`config.mk`:
```
export PLATFORM = sky130hd
export DESIGN_NAME = sort4_seq
export DESIGN_NICKNAME = d
export VERILOG_FILES = /design/src/rtl/sort4_seq.sv
export SDC_FILE = /design/constraint.sdc
export NUM_CORES = 1
export LEC_CHECK = 0
export BUFFER_PORTS_ARGS = -buffer_cell sky130_fd_sc_hd__buf_2
export CORE_MARGIN = 4
export CORE_UTILIZATION = 55
export CTS_CLUSTER_SIZE = 12
export DETAILED_ROUTE_END_ITERATION = 8
export PLACE_DENSITY = 0.8
export SLEW_MARGIN = 10
export SYNTH_ARGS = -nofsm -noshare
export SYNTH_HDL_FRONTEND = slang
export SYNTH_SLANG_ARGS = --single-unit
```
`constraint.sdc`:
```
create_clock -name clk -period 7.5 [get_ports clk]
set_input_delay 1.5 -clock clk [delete_from_list [all_inputs] [get_ports clk]]
set_output_delay 1.5 -clock clk [all_outputs]
set_load 0.1 [all_outputs]
```
`src/rtl/sort4_seq.sv`:
```
// Four-word batch sorter: loads four words, sorts them with one shared
// compare-swap stage over five clocks, then unloads them smallest first.
module sort4_seq #(
  parameter int unsigned W = 4
) (
  input  logic         clk,
  input  logic         rst,
  input  logic         in_valid,
  output logic         in_ready,
  input  logic [W-1:0] in_data,
  output logic         out_valid,
  input  logic         out_ready,
  output logic [W-1:0] out_data,
  output logic         busy
);

  localparam int unsigned N_WORDS = 4;
  localparam int unsigned IDX_W   = 2;
  localparam int unsigned STEP_W  = 3;

  typedef enum logic [1:0] {
    S_LOAD = 2'd0,
    S_SORT = 2'd1,
    S_OUT  = 2'd2
  } state_t;

  state_t              r_state;
  state_t              w_state_nxt;
  logic [IDX_W-1:0]    r_idx;
  logic [IDX_W-1:0]    w_idx_nxt;
  logic [STEP_W-1:0]   r_step;
  logic [STEP_W-1:0]   w_step_nxt;
  logic [W-1:0]        r_word     [N_WORDS];
  logic [W-1:0]        w_word_nxt [N_WORDS];
  logic [IDX_W-1:0]    w_lo;
  logic [IDX_W-1:0]    w_hi;

  // State, index, step and word registers
  always_ff @(posedge clk) begin
    if (rst) begin
      r_state <= S_LOAD;
      r_idx   <= IDX_W'(0);
      r_step  <= STEP_W'(0);
      for (int i = 0; i < N_WORDS; i++) r_word[i] <= W'(0);
    end else begin
      r_state <= w_state_nxt;
      r_idx   <= w_idx_nxt;
      r_step  <= w_step_nxt;
      for (int i = 0; i < N_WORDS; i++) r_word[i] <= w_word_nxt[i];
    end
  end

  // Next-state logic; the sort network pair is picked by the step counter
  always_comb begin
    w_state_nxt = r_state;
    w_idx_nxt   = r_idx;
    w_step_nxt  = r_step;
    for (int i = 0; i < N_WORDS; i++) w_word_nxt[i] = r_word[i];
    w_lo = IDX_W'(0);
    w_hi = IDX_W'(2);

    case (r_step)
      STEP_W'(0): begin w_lo = IDX_W'(0); w_hi = IDX_W'(2); end
      STEP_W'(1): begin w_lo = IDX_W'(1); w_hi = IDX_W'(3); end
      STEP_W'(2): begin w_lo = IDX_W'(0); w_hi = IDX_W'(1); end
      STEP_W'(3): begin w_lo = IDX_W'(2); w_hi = IDX_W'(3); end
      default:    begin w_lo = IDX_W'(1); w_hi = IDX_W'(2); end
    endcase

    case (r_state)
      S_LOAD: begin
        if (in_valid) begin
          w_word_nxt[r_idx] = in_data;
          w_idx_nxt         = r_idx + IDX_W'(1);
          if (r_idx == IDX_W'(3)) begin
            w_state_nxt = S_SORT;
            w_step_nxt  = STEP_W'(0);
          end
        end
      end
      S_SORT: begin
        // Strictly greater only: equal words keep their positions
        if (r_word[w_lo] > r_word[w_hi]) begin
          w_word_nxt[w_lo] = r_word[w_hi];
          w_word_nxt[w_hi] = r_word[w_lo];
        end
        if (r_step == STEP_W'(4)) begin
          w_state_nxt = S_OUT;
          w_idx_nxt   = IDX_W'(0);
          w_step_nxt  = STEP_W'(0);
        end else begin
          w_step_nxt  = r_step + STEP_W'(1);
        end
      end
      S_OUT: begin
        if (out_ready) begin
          w_idx_nxt = r_idx + IDX_W'(1);
          if (r_idx == IDX_W'(3)) w_state_nxt = S_LOAD;
        end
      end
      default: begin
        w_state_nxt = S_LOAD;
        w_idx_nxt   = IDX_W'(0);
        w_step_nxt  = STEP_W'(0);
      end
    endcase
  end

  assign in_ready  = (r_state == S_LOAD);
  assign out_valid = (r_state == S_OUT);
  assign busy      = (r_state != S_LOAD);
  assign out_data  = r_word[r_idx];

endmodule
```
==> qor.csv <==
metric,value,unit
Synth Warn #,0,
GRT Util Overall,24.97,%
clk root buf,clkbuf_4,
post-layout util,61.35,%
fin. max-slew vios,0,
HPWL Detailed,3.912,mm
vias per inst,6.664,
"Max FO, Critical Path",16,
status,"complete, no violations",
Layout Nets,242,
CTS-repair resized insts,0,
Die W,67.38,um
headroom to the max-slew limit,44.79,%
slowest cell on the critical path,dfxtp_1,
Detail Route Antenna Nets,0,
initial DRC count,270,
GP Congestion,0.9409,
CP Data Arrival Time,4.40,ns
Crit Path Category,flop to flop,
CTS sink count,25,
vias post-DR,1766,
pre-CTS WS,3.387,ns
Post-DP Area,2037,um2
hold buffers post-CTS,0,
layout cells sized above 1,19.18,%
htree depth,1,
"commonest non-fill, non-tap cells in the layout","nor2_1, dfxtp_1, inv_1",
synthesized area,1939,um2
Final Critical Period,4.153,ns
WP data required,7.74,ns
Routed WL,5.229,mm
filler cell count,314,
first-pass GRT wire length,8.376,mm
slowest cell delay on critical path,0.64,ns
clk slew on worst S/H paths,0.14,ns
final worst setup slack,3.347,ns
most frequent CP cell,ha_1,
Worst Hold Depth,2,
worst-skew pair later-pin latency,0.34,ns
"Design Area, Final",2063,um2
Critical Path Start Type,flop,
FP Rows,21,
Clock Path Buffers,2,
routed wire length per instance,19.73,um
Max-Cap Viols,0,
setup bufs post-CTS,0,
asr flop ratio synth,0,%
VDD IR max,0.08134,mV
Slew @ Worst Pin,0.8281,ns
CP Capture Type,flop,
pwr/cell area,141.8,nW/um2
sequential-to-total area share from yosys stat,25.81,%
largest net degree at the start of global routing,21,
CP Cell Sequence,"inv_1, ha_1, nor2_8, mux4_2, ha_1, nand4_1, mux2i_1, a211oi_1, nand2b_1, o32ai_1",
GRT overflow,0,
floorplan core area,3363,um2
RSZ-0062 raised after global routing,false,
# port buffers,14,
Main synth FF type,dfxtp_1,
Setup-failing EPs final,0,
DIE AREA,4540,um2
worst min path class,flop to flop,
Initial DRT Pass Iterations,5,
synth unique cells,49,
fmax,240.8,MHz
Top Ports,15,
Starting Density,57.66,%
depth of the worst register-to-register path,10,
post-route clock period utilization,55.37,%
Gate Count Post-Synth,209,
Power Total,292.6,uW
Vert. Die Dim,67.38,um
most area-consuming cells after synthesis,"dfxtp_1, mux4_2, ha_1",
Layout area overhead,6.387,%
post-route setup TNS,0,ns
"flops & latches, synth",25,
syn nets,231,
# diodes,0,
"EDFF count, synth",0,
final hold violations,0,
worst clock skew,0.007514,ns
initial antenna violation count,0,
Pleak,0.7686,nW
"Avg Cell Area, Syn",9.279,um2
top-area cell type share of the netlist area,25.81,%
drc violations,0,
total clock buffers created by CTS,3,
number of global-route vias before repair,1550,
CTS tree,built,
"area leader, netlist",dfxtp_1,
==> layer usage <==
layer | up-vias | track usage, % | part of all wire, %
li1 | 823 | - | -
met4 | 0 | 8.101 | 1.9
met2 | 111 | 38.16 | 46
met5 | - | 0 | 0
met1 | 823 | 36.78 | 44
met3 | 9 | 2.329 | 9.0
==> synthesized netlist by cell type (2+ instances only) <==
| cell | number |
|---|---|
| nand2_1 | 7 |
| mux2i_1 | 4 |
| o21ai_0 | 5 |
| or4_1 | 4 |
| mux2_2 | 2 |
| o221a_1 | 3 |
| buf_2 | 3 |
| a211oi_1 | 4 |
| dfxtp_1 | 25 |
| o21ba_2 | 3 |
| nor4_1 | 2 |
| ha_1 | 14 |
| o21a_1 | 4 |
| nand3_1 | 3 |
| a22o_1 | 4 |
| a221oi_2 | 5 |
| o32ai_1 | 8 |
| or3_1 | 2 |
| a311oi_1 | 2 |
| a31oi_1 | 3 |
| a211o_1 | 3 |
| a32o_1 | 2 |
| a21oi_1 | 9 |
| mux4_2 | 8 |
| clkbuf_1 | 5 |
| nand2b_1 | 6 |
| nand3b_1 | 2 |
| inv_1 | 17 |
| nor2b_1 | 4 |
| or2_2 | 2 |
| a221oi_1 | 2 |
| nor2_1 | 25 |
==> critical path: cells and delay by family (launching register included) <==
kind / cells / cell delay [ns]
AOI/OAI and AO/OA: 2 / 0.99
and+or+nand+nor: 3 / 0.70
adders and majority gates: 2 / 0.84
DFF: 1 / 0.64
buffers and inverters: 1 / 0.16
muxes: 2 / 0.72
==> path summary, 6_finish.rpt <==
kind,from,to,slack [ns]
setup / recovery,r_step[2],r_word[1][0],3.35
hold / removal,r_word[1][1],r_word[1][1],0.54
setup reg to reg,r_step[2],r_word[1][0],3.35
hold reg to reg,r_word[1][1],r_word[1][1],0.54
==> cell type report <==
type | count | area [um2] | share of cell area, %
Sequential cell | 25 | 500.5 | 24.26
Multi-Input combinational cell | 158 | 1338 | 64.83
Clock buffer | 4 | 26.28 | 1.273
Inverter | 17 | 63.81 | 3.093
Timing Repair Buffer | 15 | 77.57 | 3.760
Tap cell | 46 | 57.56 | 2.790
==> per-stage QoR <==
step	hold WS, ns	std cells
after detailed placement	0.5070	261
after global routing	0.5440	265
final	0.5367	265
after floorplan	0.4494	209
after CTS	0.5261	265
after global placement	0.4928	261
==> kinds of logic after synthesis <==
| kind of cell | count (synthesis) | share of synthesized area, % |
|---|---|---|
| AO/OA/AOI/OAI | 65 | 28.26 |
| flip-flops | 25 | 25.81 |
| AND/OR/NAND/NOR | 65 | 19.16 |
| multiplexers | 14 | 12.52 |
| adder cells (fa/ha/maj) | 14 | 9.032 |
| buffers and inverters | 26 | 5.225 |
==> sequential cells by signal, indices dropped and copies added (netlist names), named ones only <==
signal   flops
r_word      16
r_step       3
r_idx        2
r_state      2
==> where the power goes <==
group	switching (mW)	internal, mW	leakage [nW]
clock	0.0434	0.0209	0.0150
sequential	0.00926	0.139	0.203
combinational	0.0512	0.0285	0.550
Power figures use the tool's default switching activity.
